===== src/rtl/spi_ram_pkg.sv =====
// Shared types for the SPI/host RAM arbiter.
// cmd_e       : SPI command field rx_data[9:8]
// arb_state_e : arbiter FSM states
// grant_e     : which requester was served last (round-robin memory)
package spi_ram_pkg;

  typedef enum logic [1:0] {
    CMD_WR_ADDR = 2'b00,
    CMD_WR_DATA = 2'b01,
    CMD_RD_ADDR = 2'b10,
    CMD_RD_DATA = 2'b11
  } cmd_e;

  typedef enum logic [2:0] {
    ARB_IDLE,
    ARB_SPI_WR,
    ARB_SPI_RD,
    ARB_SPI_RSP,
    ARB_HOST,
    ARB_HOST_RSP
  } arb_state_e;

  typedef enum logic {
    SPI  = 1'b0,
    HOST = 1'b1
  } grant_e;

endpackage


===== src/rtl/spi_cmd_decoder.sv =====
// SPI command decoder: detects new words on the rx_valid rising edge, keeps the
// write/read address registers, the single pending-operation slot and the
// sticky overflow flag.
// Ports: clk, rst (sync, active-high); rx_data/rx_valid from the SPI slave;
// issue_wr/issue_rd pulse while the arbiter issues the pending op (clears the
// slot); capture, slot_* and spi_ovf go to the arbiter.
// Build option: SPI_AUTO_INC_EN advances the matching address after each issue.
module spi_cmd_decoder
  import spi_ram_pkg::*;
#(
  parameter int unsigned MEM_DEPTH = 256,
  parameter int unsigned ADDR_SIZE = 8,
  parameter int unsigned DATA_W    = 8
) (
  input  logic                 clk,
  input  logic                 rst,
  input  logic [9:0]           rx_data,
  input  logic                 rx_valid,
  input  logic                 issue_wr,
  input  logic                 issue_rd,
  output logic                 capture,
  output logic                 slot_valid,
  output logic                 slot_rd,
  output logic [ADDR_SIZE-1:0] slot_addr,
  output logic [DATA_W-1:0]    slot_data,
  output logic                 spi_ovf
);

  logic                 rx_valid_q;
  logic [ADDR_SIZE-1:0] wr_addr_q, rd_addr_q;
  logic                 slot_valid_q, slot_rd_q, spi_ovf_q;
  logic [ADDR_SIZE-1:0] slot_addr_q;
  logic [DATA_W-1:0]    slot_data_q;
  cmd_e                 cmd;

  assign capture = rx_valid & ~rx_valid_q;
  assign cmd     = cmd_e'(rx_data[9:8]);

`ifdef SPI_AUTO_INC_EN
  function automatic logic [ADDR_SIZE-1:0] addr_inc(input logic [ADDR_SIZE-1:0] a);
    return (a == ADDR_SIZE'(MEM_DEPTH - 1)) ? '0 : a + ADDR_SIZE'(1);
  endfunction
`endif

  always_ff @(posedge clk) begin
    if (rst) begin
      rx_valid_q   <= 1'b0;
      wr_addr_q    <= '0;
      rd_addr_q    <= '0;
      slot_valid_q <= 1'b0;
      slot_rd_q    <= 1'b0;
      slot_addr_q  <= '0;
      slot_data_q  <= '0;
      spi_ovf_q    <= 1'b0;
    end else begin
      rx_valid_q <= rx_valid;
`ifdef SPI_AUTO_INC_EN
      // Written before the capture decode so an address command wins.
      if (issue_wr) wr_addr_q <= addr_inc(wr_addr_q);
      if (issue_rd) rd_addr_q <= addr_inc(rd_addr_q);
`endif
      if (issue_wr || issue_rd) slot_valid_q <= 1'b0;
      if (capture) begin
        unique case (cmd)
          CMD_WR_ADDR: wr_addr_q <= rx_data[ADDR_SIZE-1:0];
          CMD_RD_ADDR: rd_addr_q <= rx_data[ADDR_SIZE-1:0];
          CMD_WR_DATA: begin
            if (slot_valid_q) begin
              spi_ovf_q <= 1'b1;
            end else begin
              slot_valid_q <= 1'b1;
              slot_rd_q    <= 1'b0;
              slot_addr_q  <= wr_addr_q;
              slot_data_q  <= DATA_W'(rx_data[7:0]);
            end
          end
          CMD_RD_DATA: begin
            if (slot_valid_q) begin
              spi_ovf_q <= 1'b1;
            end else begin
              slot_valid_q <= 1'b1;
              slot_rd_q    <= 1'b1;
              slot_addr_q  <= rd_addr_q;
            end
          end
        endcase
      end
    end
  end

  assign slot_valid = slot_valid_q;
  assign slot_rd    = slot_rd_q;
  assign slot_addr  = slot_addr_q;
  assign slot_data  = slot_data_q;
  assign spi_ovf    = spi_ovf_q;

endmodule


===== src/rtl/spi_ram_arbiter.sv =====
// Command controller between an SPI slave and a single-port synchronous RAM,
// sharing the RAM round-robin with a local host port.
// Ports: clk, rst (sync, active-high); rx_data/rx_valid in, tx_data/tx_valid
// out (SPI side); host_req/we/addr/wdata in, host_gnt/rvalid/rdata out;
// mem_en/we/addr/wdata out, mem_rdata in (1-cycle read latency); spi_ovf out.
// Build option: SPI_AUTO_INC_EN (see spi_cmd_decoder).
module spi_ram_arbiter
  import spi_ram_pkg::*;
#(
  parameter int unsigned MEM_DEPTH = 256,
  parameter int unsigned ADDR_SIZE = 8,
  parameter int unsigned DATA_W    = 8
) (
  input  logic                 clk,
  input  logic                 rst,
  input  logic [9:0]           rx_data,
  input  logic                 rx_valid,
  output logic [7:0]           tx_data,
  output logic                 tx_valid,
  input  logic                 host_req,
  input  logic                 host_we,
  input  logic [ADDR_SIZE-1:0] host_addr,
  input  logic [DATA_W-1:0]    host_wdata,
  output logic                 host_gnt,
  output logic                 host_rvalid,
  output logic [DATA_W-1:0]    host_rdata,
  output logic                 mem_en,
  output logic                 mem_we,
  output logic [ADDR_SIZE-1:0] mem_addr,
  output logic [DATA_W-1:0]    mem_wdata,
  input  logic [DATA_W-1:0]    mem_rdata,
  output logic                 spi_ovf
);

  arb_state_e           state_q;
  grant_e               last_grant_q;
  logic [7:0]           tx_data_q;
  logic                 tx_valid_q, host_rvalid_q;
  logic [DATA_W-1:0]    host_rdata_q;
  logic                 capture, slot_valid, slot_rd;
  logic [ADDR_SIZE-1:0] slot_addr;
  logic [DATA_W-1:0]    slot_data;
  logic                 issue_wr, issue_rd;

  assign issue_wr = (state_q == ARB_SPI_WR);
  assign issue_rd = (state_q == ARB_SPI_RD);

  spi_cmd_decoder #(
    .MEM_DEPTH(MEM_DEPTH),
    .ADDR_SIZE(ADDR_SIZE),
    .DATA_W   (DATA_W)
  ) u_dec (
    .clk       (clk),
    .rst       (rst),
    .rx_data   (rx_data),
    .rx_valid  (rx_valid),
    .issue_wr  (issue_wr),
    .issue_rd  (issue_rd),
    .capture   (capture),
    .slot_valid(slot_valid),
    .slot_rd   (slot_rd),
    .slot_addr (slot_addr),
    .slot_data (slot_data),
    .spi_ovf   (spi_ovf)
  );

  always_ff @(posedge clk) begin
    if (rst) begin
      state_q       <= ARB_IDLE;
      last_grant_q  <= HOST;
      tx_data_q     <= '0;
      tx_valid_q    <= 1'b0;
      host_rdata_q  <= '0;
      host_rvalid_q <= 1'b0;
    end else begin
      host_rvalid_q <= 1'b0;
      // A fresh read response in the same cycle overrides the clear below.
      if (capture) tx_valid_q <= 1'b0;
      unique case (state_q)
        ARB_IDLE: begin
          // On contention the side not served last wins.
          if (slot_valid && (!host_req || last_grant_q == HOST)) begin
            state_q <= slot_rd ? ARB_SPI_RD : ARB_SPI_WR;
          end else if (host_req) begin
            state_q <= ARB_HOST;
          end
        end
        ARB_SPI_WR: begin
          last_grant_q <= SPI;
          state_q      <= ARB_IDLE;
        end
        ARB_SPI_RD: begin
          last_grant_q <= SPI;
          state_q      <= ARB_SPI_RSP;
        end
        ARB_SPI_RSP: begin
          tx_data_q  <= mem_rdata[7:0];
          tx_valid_q <= 1'b1;
          state_q    <= ARB_IDLE;
        end
        ARB_HOST: begin
          last_grant_q <= HOST;
          state_q      <= host_we ? ARB_IDLE : ARB_HOST_RSP;
        end
        ARB_HOST_RSP: begin
          host_rdata_q  <= mem_rdata;
          host_rvalid_q <= 1'b1;
          state_q       <= ARB_IDLE;
        end
        default: state_q <= ARB_IDLE;
      endcase
    end
  end

  // RAM port and grant decoded from state; forced low while reset is held.
  always_comb begin
    mem_en    = 1'b0;
    mem_we    = 1'b0;
    mem_addr  = '0;
    mem_wdata = '0;
    host_gnt  = 1'b0;
    if (!rst) begin
      unique case (state_q)
        ARB_SPI_WR: begin
          mem_en    = 1'b1;
          mem_we    = 1'b1;
          mem_addr  = slot_addr;
          mem_wdata = slot_data;
        end
        ARB_SPI_RD: begin
          mem_en   = 1'b1;
          mem_addr = slot_addr;
        end
        ARB_HOST: begin
          mem_en    = 1'b1;
          mem_we    = host_we;
          mem_addr  = host_addr;
          mem_wdata = host_wdata;
          host_gnt  = 1'b1;
        end
        default: ;
      endcase
    end
  end

  assign tx_data     = tx_data_q;
  assign tx_valid    = tx_valid_q;
  assign host_rdata  = host_rdata_q;
  assign host_rvalid = host_rvalid_q;

endmodule


===== config.mk =====
export PLATFORM = sky130hd
export DESIGN_NAME = spi_ram_arbiter
export DESIGN_NICKNAME = d
export VERILOG_FILES = /design/src/rtl/spi_ram_pkg.sv /design/src/rtl/spi_cmd_decoder.sv /design/src/rtl/spi_ram_arbiter.sv
export SDC_FILE = /design/constraint.sdc
export NUM_CORES = 1
export LEC_CHECK = 0
export BUFFER_PORTS_ARGS = -buffer_cell sky130_fd_sc_hd__buf_2
export CAP_MARGIN = 15
export CELL_PAD_IN_SITES_DETAIL_PLACEMENT = 1
export CELL_PAD_IN_SITES_GLOBAL_PLACEMENT = 1
export CORE_MARGIN = 2
export CORE_UTILIZATION = 40
export CTS_CLUSTER_DIAMETER = 80
export CTS_CLUSTER_SIZE = 16
export DETAILED_ROUTE_END_ITERATION = 7
export GPL_ROUTABILITY_DRIVEN = 0
export PLACE_DENSITY_LB_ADDON = 0.12
export RECOVER_POWER = 50
export SYNTH_ARGS = -nofsm -noshare
export SYNTH_HDL_FRONTEND = slang
export SYNTH_HIERARCHICAL = 1
export SYNTH_SLANG_ARGS = --single-unit

===== constraint.sdc =====
create_clock -name clk -period 2.64 [get_ports clk]
set_clock_uncertainty 0.1 [all_clocks]
set_input_delay 0.132 -clock clk [delete_from_list [all_inputs] [get_ports clk]]
set_output_delay 0.132 -clock clk [all_outputs]
set_load 0.05 [all_outputs]

==> results of run 1 <==
==> registers in the layout, summed over array words and instances, names as in the netlist <==
| signal | flops |
|---|---|
| u_dec/slot_valid | 1 |
| u_dec/rd_addr_q | 8 |
| u_dec/slot_addr | 8 |
| u_dec/spi_ovf | 1 |
| tx_valid | 1 |
| u_dec/rx_valid_q | 1 |
| u_dec/slot_rd | 1 |
| u_dec/wr_addr_q | 8 |
| host_rvalid | 1 |
| u_dec/slot_data | 8 |
| last_grant_q | 1 |
| state_q | 3 |
| tx_data | 8 |
| host_rdata | 8 |
==> what timing repair did <==
action                                 in CTS  in global routing
endpoints found under the hold margin      39                  0
gates resized for setup                     0                  0
hold buffers                               17                  0
==> cells by family after synthesis <==
| family | synth area share (%) |
|---|---|
| AOI/OAI and AO/OA | 12.1 |
| DFF | 45.7 |
| muxes | 13.0 |
| and+or+nand+nor | 23.4 |
| xor gates and xnor gates | 0.345 |
| buffers and inverters | 5.42 |
==> worst paths after layout <==
check	start	end	slack, ns	cells after the start
worst max-delay path	state_q[0]$_SDFFE_PP0P_	mem_addr[5]	0.32	4
worst min-delay path	host_req	state_q[0]$_SDFFE_PP0P_	0.06	4
worst max register to register	state_q[0]$_SDFFE_PP0P_	tx_data[1]$_SDFFE_PP0P_	0.89	3
worst min register to register	u_dec/wr_addr_q[7]$_SDFFE_PP0P_	u_dec/wr_addr_q[7]$_SDFFE_PP0P_	0.36	2
==> cell usage after synthesis <==
cell type	number
a211oi_1	1
a21o_1	1
a21oi_1	13
a22o_1	16
a311oi_1	8
a31oi_1	2
and2b_1	2
and4bb_2	2
buf_1	1
buf_2	6
buf_4	6
buf_6	2
clkbuf_1	5
clkbuf_8	1
dfxtp_1	58
inv_1	1
mux2i_1	33
nand2_1	27
nand2b_1	19
nand3_1	9
nand3b_1	2
nor2_1	39
nor2b_1	2
nor3_1	1
nor3_4	1
nor3b_1	2
nor3b_2	1
nor4_1	1
nor4_4	1
nor4b_1	1
nor4b_2	1
o21ai_0	1
or2_1	1
or4b_1	1
xnor2_1	1
==> layout make-up <==
type | instances | area [um2]
timing repair buffer | 97 | 553
clock buffer | 13 | 149
multi-input combinational | 189 | 1240
sequential | 58 | 1160
fill | 762 | 3020
tap | 77 | 96.3
inverter | 1 | 3.75
clock inverter | 3 | 15.0
==> layer usage <==
metal | wire, um | global-route usage [%] | vias to the layer above
li1 | - | - | 1105
met1 | 2970 | 24.0 | 1044
met2 | 3140 | 32.1 | 58
met3 | 264 | 3.96 | 12
met4 | 137 | 9.68 | 0
met5 | 0 | 0 | -
==> cells in the final DEF (no fill, tap or decap), types with 2 or more instances in the layout <==
cell and instances:
a21oi_1 13, a22o_1 16, a311oi_1 8, a31oi_1 2, and2b_1 2, and4bb_2 2
buf_2 56, buf_4 3, clkbuf_1 23, clkbuf_8 10, clkinv_2 3, dfxtp_1 58
dlygate4sd3_1 17, mux2i_1 33, nand2_1 27, nand2b_1 19, nand3_1 9, nand3b_1 2
nor2_1 39, nor2b_1 2, nor3b_1 2
==> power by group through the flow <==
stage | Combinational [mW] | Clock (mW) | Sequential [mW]
after floorplan | 0.177 | 0 | 0.943
after global placement | 0.243 | 0 | 0.947
after detailed placement | 0.247 | 0 | 0.947
after CTS | 0.268 | 0.723 | 0.928
after global routing | 0.287 | 0.759 | 0.932
final | 0.264 | 0.690 | 0.928
==> stage by stage <==
stage | util (%) | power [mW] | setup slack [ns]
floorplan | - | 1.12 | 0.861
global placement | 46.7 | 1.19 | 0.719
detailed placement | 46.7 | 1.19 | 0.655
CTS | 52.0 | 1.92 | 0.290
global route | 51.6 | 1.98 | 0.165
finish | 51.6 | 1.88 | 0.320
==> critical path: stages (launching register included) <==
cell,delay (ns)
dfxtp_1,0.58
xnor2_1,0.22
nor3_4,0.46
a22o_1,0.22
buf_2,0.27
==> summary.md, run 1 <==
| Metric | Value |
|---|---|
| First-pass GRT wire length | `10700 um` |
| Flops & latches, synth | `slightly below 60` |
| Initial Util | `around 40%` |
| Drt first pass iters | `4` |
| Initial antenna violation count | `0` |
| Inst Count DP | `405` |
| Critical path required time | `2.41 ns` |
| Synth area leader | `dfxtp_1` |
| I/O pin cnt | `77` |
| Vias per inst | `roughly 5` |
| Sequential share of the synthesized area | `a little under half` |
| Top-area cell type share of the netlist area | `45.7%` |
| Sequential share of power | `49.3%` |
| Routed WL per cell | `14.9 um` |
| Syn_area_per_cell | `roughly 9.4 um2` |
| Critical path capture point type | `output port` |
| Layout area overhead | `26.7%` |
| Setup repair after global routing missed its margin | `no` |
| Layout cells sized above 1 | `approximately 22%` |
| Switch share | `around 27%` |
| Yosys warns | `6` |
| GRT Total Usage | `between 10% and 20%` |
| Dpl hpwl | `~4400 um` |
| Nets | `395` |
| TritonCTS buffer count | `9` |
| Status | `finished clean` |
| Worst Path Max Fanout | `11` |
| Tmin final | `2.32 ns` |
| GRT overflow | `0` |
| Die Y | `~84 um` |
| Syn Inst Count | `269` |
| Port buffer count | `76` |
| Combinational share of power | `between 10% and 20%` |
| Full die area | `roughly 0.0070 mm2` |
| Iteration-0 DRC Markers | `44` |
| Post-CTS setup buffers | `0` |
| Die X | `83.7 um` |
| Clock Pin Slew Worst Setup and Hold Paths | `0.06 ns` |
| Non-Filler Instances | `438` |
| Clock root cell | `clkbuf_8` |
| Final Max Slew Viols | `0` |
| Crit share post-route | `87.9%` |
| Unique masters post-synth | `35` |
| Crit path launch type | `flip-flop` |
| Placed Area | `0.00291 mm2` |
| Endpoints failing setup | `0` |
| Type of the worst setup path | `flip-flop to output port` |
| Vias in the first global route | `~2200` |
| Slew at the pin closest to its max-slew limit | `1.02 ns` |
| Post-Route WL | `approximately 6500 um` |
| Post-Syn Nets | `308` |
| Worst hold path type | `primary input to flip-flop` |
| Max Freq | `between 400 and 500 MHz` |
| Fin. Hold Viols | `0` |
| CP arrival | `about 2.1 ns` |
| Htree depth | `3` |
| Pwr/cell area | `about 580 mW/mm2` |
| Hold_ws | `0.0640 ns` |
| Max Cap Viol | `0` |
| Relative slew margins | `around a third` |
| Synth area leaders | `dfxtp_1, mux2i_1, nor2_1` |
| Worst-Skew Late Latency | `between 0.3 and 0.4 ns` |
| Final instance area | `0.00322 mm2` |
| Total net switching power | `between 0.5 and 0.6 mW` |
| Diode count | `0` |
| Worst IR Drop VDD | `roughly 0.29 mV` |
| Largest net degree at the start of global routing | `56` |
| Clk pwr share | `36.7%` |
| CTS sink count | `58` |
| Sum of negative setup slack | `0 ns` |
| Row cnt | `29` |
| DRC Markers | `0` |
| Mapped Area | `roughly 0.0025 mm2` |
| Power Internal | `around 1.4 mW` |
| Core region area | `0.00624 mm2` |
| CTS tree | `built` |
| Number of buffers on the longest clock path | `2` |
| Antenna Nets Post-Route | `0` |
| Leak | `1.40 nW` |
| Routed via count | `2219` |
Power figures use the tool's default switching activity.
==> run 2: changes to the inputs <==
--- a/config.mk
+++ b/config.mk
@@ -16,7 +16,6 @@
 export DETAILED_ROUTE_END_ITERATION = 7
 export GPL_ROUTABILITY_DRIVEN = 0
 export PLACE_DENSITY_LB_ADDON = 0.12
-export RECOVER_POWER = 50
 export SYNTH_ARGS = -nofsm -noshare
 export SYNTH_HDL_FRONTEND = slang
 export SYNTH_HIERARCHICAL = 1
==> summary.md, run 2 (synthesis results as in run 1) <==
| Metric | Value |
|---|---|
| CP arrival | `2.09 ns (about the same)` |
| Critical path required time | `2.41 ns (about the same)` |
| Setup repair after global routing missed its margin | `no (unchanged)` |
| Fin. Hold Viols | `0 (unchanged)` |
| Nets | `395 (unchanged)` |
| Final core occ | `52.0% (was 51.6%)` |
| Dpl hpwl | `4370 um (unchanged)` |
| Drt first pass iters | `4 (unchanged)` |
| Leak | `1.48 nW (was 1.40 nW)` |
| Crit share post-route | `88.0% (was 87.9%)` |
| Vias in the first global route | `2186 (unchanged)` |
| Tmin final | `2.32 ns (about the same)` |
| DRC Markers | `0 (unchanged)` |
| Initial antenna violation count | `0 (unchanged)` |
| Hold_ws | `0.0640 ns (about the same)` |
| Core region area | `0.00624 mm2 (unchanged)` |
| Status | `finished clean (unchanged)` |
| Area of the multi-input gates | `0.00124 mm2 (unchanged)` |
| Endpoints failing setup | `0 (unchanged)` |
| Setup slack after layout | `0.318 ns (was 0.320 ns)` |
| Antenna Nets Post-Route | `0 (unchanged)` |
| CTS sink count | `58 (unchanged)` |
| I/O pin cnt | `77 (unchanged)` |
| FILL cells | `758 (was 762)` |
| Full die area | `0.00701 mm2 (unchanged)` |
| Diode count | `0 (unchanged)` |
| CTS tree | `built (unchanged)` |
| Pre-CTS setup slack | `0.655 ns (unchanged)` |
| Final Max Slew Viols | `0 (unchanged)` |
| Initial Util | `40.7% (unchanged)` |
| TritonCTS buffer count | `9 (unchanged)` |
| Post-Route WL | `6510 um (was 6520 um)` |
| Worst Path Max Fanout | `11 (unchanged)` |
| Max Cap Viol | `0 (unchanged)` |
| Row cnt | `29 (unchanged)` |
| Sum of negative setup slack | `0 ns (unchanged)` |
| First-pass GRT wire length | `10700 um (unchanged)` |
| Port buffer count | `76 (unchanged)` |
| Worst hold path type | `primary input to flip-flop (unchanged)` |
| Worst IR Drop VDD | `0.289 mV (was 0.288 mV)` |
| Die X | `83.7 um (unchanged)` |
| Layout area overhead | `27.8% (was 26.7%)` |
| Crit path launch type | `flip-flop (unchanged)` |
| Routed via count | `2228 (was 2219)` |
| Layout cells sized above 1 | `27.4% (was 21.9%)` |
| Routed WL per cell | `14.9 um (about the same)` |
| Htree depth | `3 (unchanged)` |
| GRT overflow | `0 (unchanged)` |
| Number of buffers on the longest clock path | `2 (unchanged)` |
| Critical path capture point type | `output port (unchanged)` |
| Most frequent cells in the layout | `buf_2, dfxtp_1, nor2_1 (was dfxtp_1, buf_2, nor2_1)` |
| Clock root cell | `clkbuf_8 (unchanged)` |
| Max Freq | `431 MHz (about the same)` |
| Iteration-0 DRC Markers | `43 (was 44)` |
| Pwr/cell area | `580 mW/mm2 (was 584 mW/mm2)` |
| Clock Pin Slew Worst Setup and Hold Paths | `0.06 ns (about the same)` |
| Commonest non-fill, non-tap cell in the layout | `buf_2 (was dfxtp_1)` |
| Worst-Skew Late Latency | `0.33 ns (about the same)` |
| Placed Area | `0.00291 mm2 (unchanged)` |
| Final instance area | `0.00325 mm2 (was 0.00322 mm2)` |
| Slew at the pin closest to its max-slew limit | `0.845 ns (was 1.02 ns)` |
| Largest net degree at the start of global routing | `56 (unchanged)` |
| GRT Total Usage | `19.4% (unchanged)` |
| Sequential Area | `0.00116 mm2 (unchanged)` |
| Relative slew margins | `43.5% (was 31.8%)` |
| Vias per inst | `5.09 (was 5.07)` |
| Die Y | `83.7 um (unchanged)` |
| Type of the worst setup path | `flip-flop to output port (unchanged)` |
## run 2: cell types whose count changed in the layout (fill, tap and decap cells not counted)
cell	previous run	this run
clkbuf_1	23	3
buf_4	3	4
buf_2	56	76
clkbuf_2	1	0
## run 2: area by class of cell
cell class | count | area share (%)
multi-input cells | 189 | 38.3
inverters | 1 | 0.116
clock buffers | 13 | 4.58
well taps | 77 | 2.97
clock inverters | 3 | 0.462
flip-flops and latches | 58 | 35.7
repair buffers | 97 | 17.9
## run 2: critical path, cell delays in order (launching register included)
cell	delay, ns
dfxtp_1	0.58
xnor2_1	0.22
nor3_4	0.46
a22o_1	0.22
buf_2	0.27
## run 2: metrics by stage
step                      total power, mW  cells
final                                1.88    438
after CTS                            1.92    438
after global routing                 1.98    438
after floorplan                      1.12    269
after detailed placement             1.19    405
after global placement               1.19    405
## run 2: power breakdown
part / leakage [nW] / total [mW] / internal, mW / switching [mW]
Combinational: 0.926 / 0.265 / 0.105 / 0.160
Sequential: 0.471 / 0.928 / 0.903 / 0.0248
Clock: 0.0872 / 0.690 / 0.362 / 0.328
## run 2: worst paths after layout
path	from	endpoint	slack [ns]	depth (start not counted)
max	state_q[0]$_SDFFE_PP0P_	mem_addr[5]	0.32	4
min reg2reg	u_dec/wr_addr_q[4]$_SDFFE_PP0P_	u_dec/wr_addr_q[4]$_SDFFE_PP0P_	0.36	2
min	host_req	state_q[0]$_SDFFE_PP0P_	0.06	4
max reg2reg	state_q[0]$_SDFFE_PP0P_	tx_data[1]$_SDFFE_PP0P_	0.91	3
## run 2: repair_timing
action                    CTS  global route
buffers inserted            0             0
hold endpoints to repair   39             0
gates resized for setup     0             0
hold buffers               17             0
## run 2: routing by layer
| layer | routed length (um) | track usage, % |
|---|---|---|
| met4 | 137 | 9.68 |
| met2 | 3160 | 32.1 |
| met1 | 2960 | 24.0 |
| met5 | 0 | 0 |
| met3 | 247 | 3.96 |
==> run 3: changes to the inputs <==
--- a/config.mk
+++ b/config.mk
@@ -15,7 +15,7 @@
 export CTS_CLUSTER_SIZE = 16
 export DETAILED_ROUTE_END_ITERATION = 7
 export GPL_ROUTABILITY_DRIVEN = 0
-export PLACE_DENSITY_LB_ADDON = 0.12
+export PLACE_DENSITY = 0.8
 export SYNTH_ARGS = -nofsm -noshare
 export SYNTH_HDL_FRONTEND = slang
 export SYNTH_HIERARCHICAL = 1
==> summary.md, run 3 (synthesis results as in run 1) <==
| Metric | Value |
|---|---|
| Status | `finished clean (unchanged)` |
| Sum of negative setup slack | `0 ns (unchanged)` |
| Drt first pass iters | `4 (unchanged)` |
| CP arrival | `2.09 ns (about the same)` |
| Die Y | `83.7 um (unchanged)` |
| Relative slew margins | `43.3% (was 43.5%)` |
| Worst hold path type | `primary input to flip-flop (unchanged)` |
| Critical path required time | `2.41 ns (about the same)` |
| Nets | `394 (was 395)` |
| Setup slack after layout | `0.320 ns (was 0.318 ns)` |
| Routed via count | `2262 (was 2228)` |
| Vias per inst | `5.18 (was 5.09)` |
| Slew at the pin closest to its max-slew limit | `0.849 ns (was 0.845 ns)` |
| GRT Total Usage | `19.7% (was 19.4%)` |
| Layout area overhead | `28.4% (was 27.8%)` |
| Diode count | `0 (unchanged)` |
| CTS sink count | `58 (unchanged)` |
| Largest net degree at the start of global routing | `43 (was 56)` |
| Inst Count DP | `404 (was 405)` |
| Worst-Skew Late Latency | `0.33 ns (about the same)` |
| Initial Util | `40.7% (unchanged)` |
| Max Cap Viol | `0 (unchanged)` |
| Endpoints failing setup | `0 (unchanged)` |
| FILL cells | `759 (was 758)` |
| Type of the worst setup path | `flip-flop to output port (unchanged)` |
| Commonest non-fill, non-tap cell in the layout | `buf_2 (unchanged)` |
| Hold_ws | `0.0719 ns (was 0.0640 ns)` |
| Non-Filler Instances | `437 (was 438)` |
| First-pass GRT wire length | `11000 um (was 10700 um)` |
| Most frequent cells in the layout | `buf_2, dfxtp_1, nor2_1 (unchanged)` |
| Routed WL per cell | `15.4 um (was 14.9 um)` |
| Number of buffers on the longest clock path | `2 (unchanged)` |
| Htree depth | `3 (unchanged)` |
| Row cnt | `29 (unchanged)` |
| Die X | `83.7 um (unchanged)` |
| Pre-CTS setup slack | `0.689 ns (was 0.655 ns)` |
| Iteration-0 DRC Markers | `60 (was 43)` |
| Total power | `1.97 mW (was 1.88 mW)` |
| Critical path capture point type | `output port (unchanged)` |
| Crit path launch type | `flip-flop (unchanged)` |
| Layout cells sized above 1 | `27.8% (was 27.4%)` |
| Port buffer count | `76 (unchanged)` |
| Final Max Slew Viols | `0 (unchanged)` |
| Full die area | `0.00701 mm2 (unchanged)` |
| Pwr/cell area | `604 mW/mm2 (was 580 mW/mm2)` |
| CTS tree | `built (unchanged)` |
| Fin. Hold Viols | `0 (unchanged)` |
| Post-CTS setup buffers | `0 (unchanged)` |
| Antenna Nets Post-Route | `0 (unchanged)` |
| Worst IR Drop VDD | `0.305 mV (was 0.289 mV)` |
| Post-Route WL | `6710 um (was 6510 um)` |
| Dpl hpwl | `4530 um (was 4370 um)` |
| Setup repair after global routing missed its margin | `no (unchanged)` |
| Clock root cell | `clkbuf_8 (unchanged)` |
| GRT overflow | `0 (unchanged)` |
| Leak | `1.49 nW (was 1.48 nW)` |
| TritonCTS buffer count | `9 (unchanged)` |
| DRC Markers | `0 (unchanged)` |
| Worst Path Max Fanout | `19 (was 11)` |
| Vias in the first global route | `2339 (was 2186)` |
| Initial antenna violation count | `0 (unchanged)` |
| Clock Pin Slew Worst Setup and Hold Paths | `0.06 ns (about the same)` |
| Crit share post-route | `87.9% (was 88.0%)` |
| Core region area | `0.00624 mm2 (unchanged)` |
| I/O pin cnt | `77 (unchanged)` |
| Max Freq | `431 MHz (about the same)` |
| Tmin final | `2.32 ns (about the same)` |
==> run 3: routing by layer <==
metal  global-route usage [%]  up-vias  part of all wire (%)
met3                     4.15       10                   3.9
met2                     36.4       59                    52
met5                        0        -                     0
met1                     22.1     1089                    43
li1                         -     1104                     -
met4                     7.04        0                   1.3
==> run 3: cell type report <==
class                           count  area [um2]  area share [%]
Clock buffer                       10         128            3.91
Clock inverter                      6        57.6            1.76
Inverter                            1        3.75           0.115
Multi-Input combinational cell    189        1240            38.1
Sequential cell                    58        1160            35.6
Tap cell                           77        96.3            2.95
Timing Repair Buffer               96         573            17.6
==> run 3: where the power goes <==
group | internal, mW | switching (mW) | leakage, nW
logic | 0.104 | 0.160 | 0.921
registers | 0.903 | 0.0256 | 0.471
clock network | 0.429 | 0.350 | 0.0958
total | 1.44 | 0.536 | 1.49
==> run 3: worst max-delay path, stage by stage (launching register included) <==
cell     delay (ns)
dfxtp_1        0.57
inv_1          0.16
nor4_4         0.29
buf_4          0.28
a22o_1         0.19
buf_2          0.27
==> run 3: path summary, 6_finish.rpt <==
path                                   start                         endpoint  slack (ns)  depth (start not counted)
max reg2reg          state_q[0]$_SDFFE_PP0P_       host_rdata[4]$_SDFFE_PP0P_        0.89                          3
min reg2reg  u_dec/wr_addr_q[4]$_SDFFE_PP0P_  u_dec/wr_addr_q[4]$_SDFFE_PP0P_        0.36                          2
min                                  host_we          state_q[2]$_SDFFE_PP0P_        0.07                          4
max                  state_q[2]$_SDFFE_PP0P_                     mem_wdata[2]        0.32                          5
==> run 3: stage by stage <==
step	utilization, %	instance area (um2)
finish	52.3	3260
global placement	46.6	2910
detailed placement	46.6	2910
CTS	52.3	3260
global route	52.3	3260
floorplan	-	2540
==> run 3: timing repair <==
| item | CTS | global route |
|---|---|---|
| hold buffers | 17 | 0 |
| endpoints found under the setup margin | 0 | 0 |
| gates resized for setup | 0 | 0 |
| endpoints found under the hold margin | 36 | 0 |
